**config.mk**
```make
export PLATFORM = sky130hd
export DESIGN_NAME = eth_tx_framer_flat
export DESIGN_NICKNAME = d
export VERILOG_FILES = /design/src/rtl/eth_pkg.sv /design/src/rtl/eth_tx_framer_if.sv /design/src/rtl/crc32_d8.sv /design/src/rtl/eth_tx_framer.sv /design/src/flat_wrapper.sv
export SDC_FILE = /design/constraint.sdc
export NUM_CORES = 1
export LEC_CHECK = 0
export BUFFER_PORTS_ARGS = -buffer_cell sky130_fd_sc_hd__buf_2
export CORE_MARGIN = 2
export CORE_UTILIZATION = 30
export CTS_BUF_LIST = sky130_fd_sc_hd__clkbuf_8
export CTS_CLUSTER_DIAMETER = 80
export DETAILED_ROUTE_END_ITERATION = 16
export PLACE_DENSITY = 0.54
export SYNTH_ARGS = -nofsm -noshare
export SYNTH_HDL_FRONTEND = slang
export SYNTH_SLANG_ARGS = --single-unit
```
**constraint.sdc**
```tcl
create_clock -name clkIn -period 3.87 [get_ports clkIn]
set_clock_uncertainty 0.15 [all_clocks]
set_input_delay 0.387 -clock clkIn [delete_from_list [all_inputs] [get_ports clkIn]]
set_output_delay 0.387 -clock clkIn [all_outputs]
set_load 0.01 [all_outputs]
```
**src/rtl/eth_pkg.sv**
```systemverilog
// Shared constants, state type and CRC helper for the Ethernet TX framer.
package eth_pkg;

    localparam logic [7:0]  PREAMBLE_BYTE = 8'h55;
    localparam logic [7:0]  SFD_BYTE      = 8'hD5;
    localparam logic [31:0] CRC_INIT      = 32'hFFFFFFFF;
    localparam logic [31:0] CRC_POLY_REFL = 32'hEDB88320;
    localparam logic [31:0] CRC_RESIDUE   = 32'hDEBB20E3;

    typedef enum logic [2:0] {
        ST_IDLE,
        ST_PREAMBLE,
        ST_SFD,
        ST_PAYLOAD,
        ST_PAD,
        ST_FCS,
        ST_DRAIN,
        ST_IPG
    } txState_t;

    // One byte of reflected CRC-32, data LSB first.
    function automatic logic [31:0] crc32_byte(input logic [31:0] crc, input logic [7:0] data);
        logic [31:0] c;
        c = crc ^ {24'h0, data};
        for (int i = 0; i < 8; i++) begin
            c = c[0] ? ((c >> 1) ^ CRC_POLY_REFL) : (c >> 1);
        end
        return c;
    endfunction

endpackage

```
**src/rtl/eth_tx_framer_if.sv**
```systemverilog
// Payload stream in, GMII byte stream and status out.
interface eth_tx_framer_if;

    logic [7:0]  dataIn;
    logic        validIn;
    logic        lastIn;
    logic        readyOut;
    logic [7:0]  txDataOut;
    logic        txEnOut;
    logic        txErrOut;
    logic        busyOut;
    logic [15:0] frameCountOut;

    // Payload source / GMII sink side
    modport master (
        output dataIn, validIn, lastIn,
        input  readyOut, txDataOut, txEnOut, txErrOut, busyOut, frameCountOut
    );

    // Framer side
    modport slave (
        input  dataIn, validIn, lastIn,
        output readyOut, txDataOut, txEnOut, txErrOut, busyOut, frameCountOut
    );

endinterface

```
**src/rtl/crc32_d8.sv**
```systemverilog
// Byte-wide reflected CRC-32 state register with clear and enable.
module crc32_d8
    import eth_pkg::*;
(
    input  logic        clk_i,
    input  logic        rst_n_i,
    input  logic        clr_i,
    input  logic        en_i,
    input  logic [7:0]  data_i,
    output logic [31:0] crc_o
);

    logic [31:0] crc_q;
    logic [31:0] crc_d;

    // Clear wins over update so a new frame always starts from CRC_INIT.
    always_comb begin
        crc_d = crc_q;
        if (clr_i) begin
            crc_d = CRC_INIT;
        end else if (en_i) begin
            crc_d = crc32_byte(crc_q, data_i);
        end
    end

    // CRC state register
    always_ff @(posedge clk_i) begin
        if (!rst_n_i) begin
            crc_q <= CRC_INIT;
        end else begin
            crc_q <= crc_d;
        end
    end

    assign crc_o = crc_q;

endmodule

```
**src/rtl/eth_tx_framer.sv**
```systemverilog
// Payload stream to GMII frame: preamble, SFD, payload, pad, FCS, IPG.
module eth_tx_framer
    import eth_pkg::*;
#(
    parameter int PREAMBLE_BYTES    = 7,
    parameter int MIN_PAYLOAD_BYTES = 60,
    parameter int IPG_BYTES         = 12
) (
    input  logic              clkIn,
    input  logic              rstBIn,
    eth_tx_framer_if.slave    bus
);

    localparam logic [10:0] PRE_LAST = 11'(PREAMBLE_BYTES - 1);
    localparam logic [10:0] MIN_CNT  = 11'(MIN_PAYLOAD_BYTES);
    localparam logic [10:0] IPG_LAST = 11'(IPG_BYTES - 1);

    txState_t    state_q, state_d;
    logic [10:0] cnt_q, cnt_d;
    logic [7:0]  tx_data_q, tx_data_d;
    logic        tx_en_q, tx_en_d;
    logic        tx_err_q, tx_err_d;
    logic [15:0] frame_cnt_q, frame_cnt_d;

    logic        crc_clr;
    logic        crc_en;
    logic [7:0]  crc_data;
    logic [31:0] crc;
    logic [10:0] cnt_inc;
    logic [7:0]  fcs_bytes [4];

    assign cnt_inc = cnt_q + 11'd1;

    // FCS is the inverted CRC, least significant byte on the wire first.
    for (genvar gi = 0; gi < 4; gi++) begin : g_fcs
        assign fcs_bytes[gi] = ~crc[8*gi +: 8];
    end

    crc32_d8 u_crc (
        .clk_i   (clkIn),
        .rst_n_i (rstBIn),
        .clr_i   (crc_clr),
        .en_i    (crc_en),
        .data_i  (crc_data),
        .crc_o   (crc)
    );

    // Next-state and next-output decode; the output byte is registered on the same edge.
    always_comb begin
        state_d     = state_q;
        cnt_d       = cnt_q;
        tx_data_d   = 8'h00;
        tx_en_d     = 1'b0;
        tx_err_d    = 1'b0;
        frame_cnt_d = frame_cnt_q;
        crc_clr     = 1'b0;
        crc_en      = 1'b0;
        crc_data    = bus.dataIn;
        case (state_q)
            ST_IDLE: begin
                if (bus.validIn) begin
                    state_d = ST_PREAMBLE;
                    cnt_d   = '0;
                end
            end
            ST_PREAMBLE: begin
                tx_data_d = PREAMBLE_BYTE;
                tx_en_d   = 1'b1;
                if (cnt_q == PRE_LAST) begin
                    state_d = ST_SFD;
                    cnt_d   = '0;
                end else begin
                    cnt_d = cnt_inc;
                end
            end
            ST_SFD: begin
                tx_data_d = SFD_BYTE;
                tx_en_d   = 1'b1;
                crc_clr   = 1'b1;
                state_d   = ST_PAYLOAD;
                cnt_d     = '0;
            end
            ST_PAYLOAD: begin
                tx_en_d = 1'b1;
                if (bus.validIn) begin
                    tx_data_d = bus.dataIn;
                    crc_en    = 1'b1;
                    cnt_d     = cnt_inc;
                    if (bus.lastIn) begin
                        if (cnt_inc < MIN_CNT) begin
                            state_d = ST_PAD;
                        end else begin
                            state_d = ST_FCS;
                            cnt_d   = '0;
                        end
                    end
                end else begin
                    // Source starved mid-frame: poison the frame and discard the rest.
                    tx_err_d = 1'b1;
                    state_d  = ST_DRAIN;
                    cnt_d    = '0;
                end
            end
            ST_PAD: begin
                tx_en_d  = 1'b1;
                crc_en   = 1'b1;
                crc_data = 8'h00;
                if (cnt_inc >= MIN_CNT) begin
                    state_d = ST_FCS;
                    cnt_d   = '0;
                end else begin
                    cnt_d = cnt_inc;
                end
            end
            ST_FCS: begin
                tx_data_d = fcs_bytes[cnt_q[1:0]];
                tx_en_d   = 1'b1;
                if (cnt_q == 11'd3) begin
                    state_d     = ST_IPG;
                    cnt_d       = '0;
                    frame_cnt_d = frame_cnt_q + 16'd1;
                end else begin
                    cnt_d = cnt_inc;
                end
            end
            ST_DRAIN: begin
                if (bus.validIn && bus.lastIn) begin
                    state_d = ST_IPG;
                    cnt_d   = '0;
                end
            end
            ST_IPG: begin
                if (cnt_q == IPG_LAST) begin
                    state_d = ST_IDLE;
                    cnt_d   = '0;
                end else begin
                    cnt_d = cnt_inc;
                end
            end
            default: begin
                state_d = ST_IDLE;
                cnt_d   = '0;
            end
        endcase
    end

    // State, counters and registered GMII outputs
    always_ff @(posedge clkIn) begin
        if (!rstBIn) begin
            state_q     <= ST_IDLE;
            cnt_q       <= '0;
            tx_data_q   <= 8'h00;
            tx_en_q     <= 1'b0;
            tx_err_q    <= 1'b0;
            frame_cnt_q <= 16'h0000;
        end else begin
            state_q     <= state_d;
            cnt_q       <= cnt_d;
            tx_data_q   <= tx_data_d;
            tx_en_q     <= tx_en_d;
            tx_err_q    <= tx_err_d;
            frame_cnt_q <= frame_cnt_d;
        end
    end

    assign bus.readyOut      = (state_q == ST_PAYLOAD) || (state_q == ST_DRAIN);
    assign bus.busyOut       = (state_q != ST_IDLE);
    assign bus.txDataOut     = tx_data_q;
    assign bus.txEnOut       = tx_en_q;
    assign bus.txErrOut      = tx_err_q;
    assign bus.frameCountOut = frame_cnt_q;

endmodule

```
**src/flat_wrapper.sv**
```systemverilog
// flat-port wrapper written by rule: the top's interface ports become plain ports
module eth_tx_framer_flat import eth_pkg::*;
#(
    parameter int PREAMBLE_BYTES    = 7,
    parameter int MIN_PAYLOAD_BYTES = 60,
    parameter int IPG_BYTES         = 12
)
  (clkIn, rstBIn, bus_dataIn, bus_validIn, bus_lastIn, bus_readyOut, bus_txDataOut, bus_txEnOut, bus_txErrOut, bus_busyOut, bus_frameCountOut);
  eth_tx_framer_if bus_i ();
  input  logic clkIn;
  input  logic rstBIn;
  input wire logic [$bits(bus_i.dataIn)-1:0] bus_dataIn;
  input wire logic [$bits(bus_i.validIn)-1:0] bus_validIn;
  input wire logic [$bits(bus_i.lastIn)-1:0] bus_lastIn;
  output wire logic [$bits(bus_i.readyOut)-1:0] bus_readyOut;
  output wire logic [$bits(bus_i.txDataOut)-1:0] bus_txDataOut;
  output wire logic [$bits(bus_i.txEnOut)-1:0] bus_txEnOut;
  output wire logic [$bits(bus_i.txErrOut)-1:0] bus_txErrOut;
  output wire logic [$bits(bus_i.busyOut)-1:0] bus_busyOut;
  output wire logic [$bits(bus_i.frameCountOut)-1:0] bus_frameCountOut;
  assign bus_i.dataIn = bus_dataIn;
  assign bus_i.validIn = bus_validIn;
  assign bus_i.lastIn = bus_lastIn;
  assign bus_readyOut = bus_i.readyOut;
  assign bus_txDataOut = bus_i.txDataOut;
  assign bus_txEnOut = bus_i.txEnOut;
  assign bus_txErrOut = bus_i.txErrOut;
  assign bus_busyOut = bus_i.busyOut;
  assign bus_frameCountOut = bus_i.frameCountOut;
  eth_tx_framer #(.PREAMBLE_BYTES(PREAMBLE_BYTES), .MIN_PAYLOAD_BYTES(MIN_PAYLOAD_BYTES), .IPG_BYTES(IPG_BYTES)) u_core (.clkIn(clkIn), .rstBIn(rstBIn), .bus(bus_i));
endmodule
```
==> impl_metrics.ini <==
[setup_path]
critPathBufInv = 0
crit_path_start_kind = register
critical-path-max-stage-delay_ps = 760
crit_top_cell = and3_1
cp.required_ps = 3990
crit_type = reg2reg
crit_arrival_ps = 3080
end_kind = register
critPathMaxFanout = 16
cp_slowest_cell = dfxtp_1
crit_family = compound AO/OA/AOI/OAI gates
crit_path_cell_trace = ha_1 > and3_1 > and3_1 > o21ai_0 > a221oi_2 > a221oi_1 > a311oi_1

[grt]
grt_pass1_vias = 3632
grtUsageMet3_pct = 2.41
grt_antenna_before_repair = 0
grt.busiest_layer = met2
grt_pass1_wl_um = 18800
overflow = 0
grt_max_degree = 38
grt_use_total_pct = 14.6
grtUsageMet2_pct = 23.7
grt.met1_usage_pct = 19.1

[timing]
finalCritPeriodShare_pct = 76.3
tns_ps = 0
setup_viol = 0
hold_viol_final = 0
whs_ps = 122
drv_slew = 0
tightest_slew_ps = 1010
clock.fmax_mhz = 339
post-route-min-period_ps = 2950
grt_setup_unrepaired = no
slew-limit-headroom_pct = 32.8

[clock_network]
clock-sinks = 72
post-cts-setup-buffer-count = 0
cts_buffers = 9
cts-hold-fix-buffers = 0
clockBufferDepth = 2
cts_tree = yes
ctsResizeCount = 0
htree_num_levels = 3
clk_pin_slew_ps = 80
cts_root_buf = clkbuf_8
clock_latency_ps = 370

[power_and_ir_drop]
powerDensity_nw_per_um2 = 429
p_int_uw = 1470
p_sw_uw = 772
p_clk_share_pct = 27.5
p_comb_share_pct = 35.9
power.leakage_uw = 0.00211
p_sw_share_pct = 34.4
ir_drop_mv = 0.149
power_frac_seq_pct = 36.6

[die]
start_util_pct = 30.6
dieArea_um2 = 16500
std_cell_rows = 45
die_h_um = 128
core_um2 = 15100
io_pins = 40
die-width_um = 128

[logic_synthesis]
syn-cell-area_um2 = 4640
synthFlopType = dfxtp_1
synthArstFlopShare_pct = 0
ys_warn_count = 0
ys_ff_latch = 72
synth_top_cell_by_area = dfxtp_1
synth_edf_count = 0
synth_top_area_share_pct = 31.1
synth_cell_types = 56
yosysSeqAreaShare_pct = 31.1
syn_nets = 536
synthTopCellsByArea = dfxtp_1 (31%), xnor2_1 (8.9%), xnor3_1 (6.8%), xor2_1 (4.7%), nor2_1 (4.4%)
netlist_instances = 521
avgSynthCellArea_um2 = 8.91

[cells_and_area]
layout_commonest_cell = dfxtp_1
drive_gt1_share_pct = 15.2
antennaDiodeCount = 0
area_growth_pct = 12.7
nets = 563
final_util_pct = 34.5
instances_no_fill = 741
final_cell_mix = dfxtp_1 (72), nor2_1 (53), xnor2_1 (47), buf_2 (39), nand2_1 (37)
fillerInstances = 1551

[detailed_routing]
drtAntennaViolNets = 0
wl_per_cell_um = 15.6
viasPerCell = 5.15
first_iter_violations = 227
routed_wl_um = 11600
first_pass_iters = 4
num_vias = 3815
drc_errors = 0

[placement]
hpwl_um = 8360
io_buffers = 39
dpl.cell_count = 725
gp_congestion = 0.834

[run_status]
status = finished clean

[job]
drv_cap = 0

[hold_path]
hold_class = in2reg
-- registers in the layout, indices dropped and copies added (netlist names) --
register                  count
u_core.bus.frameCountOut     16
u_core.bus.txDataOut          8
u_core.cnt_q                 11
u_core.bus.txErrOut           1
u_core.bus.txEnOut            1
u_core.u_crc.crc_o           32
u_core.state_q                3
-- routing by layer --
layer	up-vias	share of wire, %	wire (um)
met2	88	46	5340
met1	1818	47	5480
met3	16	4.0	468
met4	0	2.3	265
met5	-	0	0
li1	1893	-	-
-- per-stage QoR --
stage / worst slack [ps] / area, um^2 / total power (uW)
final: 917 / 5230 / 2250
after floorplan: 1330 / 4640 / 1470
after CTS: 934 / 5230 / 2260
after global routing: 535 / 5230 / 2360
after detailed placement: 949 / 5030 / 1640
after global placement: 992 / 5030 / 1630
-- worst reg2reg max path: cells and delay by family (launching register included) --
kind / cells / cell delay (ps)
flops: 1 / 760
compound gates: 4 / 1160
fa+ha+maj: 1 / 340
simple gates: 2 / 460
-- synth_stat cells (all sizes together), types with 7 or more instances --
cell type and instances:
xnor2 49, xnor3 14, a21boi 9, o21ai 29, o211ai 16, clkbuf 22, nor2b 9, buf 11
and3 7, nor2 54, nor3 15, dfxtp 72, xor2 25, mux4 8, and2 20, or3 7
nand2 37, a211oi 9, a21oi 17, nand3 18
-- power by group through the flow --
stage	Combinational [uW]	Sequential (uW)	Clock, uW
3_3_place_gp	797	838	0
4_1_cts	808	822	633
2_1_floorplan	635	830	0
6_report	806	822	618
3_5_place_dp	803	839	0
5_1_grt	875	827	661
-- kinds of logic (layout without fill, tap and decap cells) --
logic type / Yosys count / in the layout / share of synthesized area, %
multiplexers: 8 / 8 / 3.88
AO/OA/AOI/OAI: 106 / 106 / 15.8
adder cells (fa/ha/maj): 3 / 3 / 0.809
flip-flops: 72 / 72 / 31.1
AND/OR/NAND/NOR: 202 / 202 / 22.6
XOR/XNOR: 91 / 91 / 22.6
buffers and inverters: 39 / 71 / 3.23
-- final timing paths --
kind | startpoint | endpoint | slack [ps] | depth (start not counted)
max | u_core.cnt_q[1] | u_core.cnt_q[4] | 920 | 7
min | bus_validIn | u_core.bus.txErrOut | 120 | 2
min reg2reg | u_core.u_crc.crc_o[15] | u_core.u_crc.crc_o[15] | 350 | 2
max reg2reg | u_core.cnt_q[1] | u_core.cnt_q[4] | 920 | 7
-- layout make-up --
| class | count | area, um^2 | share of cell area (%) |
|---|---|---|---|
| Clock buffer | 9 | 124 | 2.37 |
| Inverter | 6 | 22.5 | 0.431 |
| Tap cell | 188 | 235 | 4.50 |
| Clock inverter | 7 | 71.3 | 1.36 |
| Multi-Input combinational cell | 410 | 3050 | 58.4 |
| Sequential cell | 72 | 1440 | 27.6 |
| Timing Repair Buffer | 49 | 283 | 5.41 |
No activity file was read; power rests on OpenSTA's default activity.
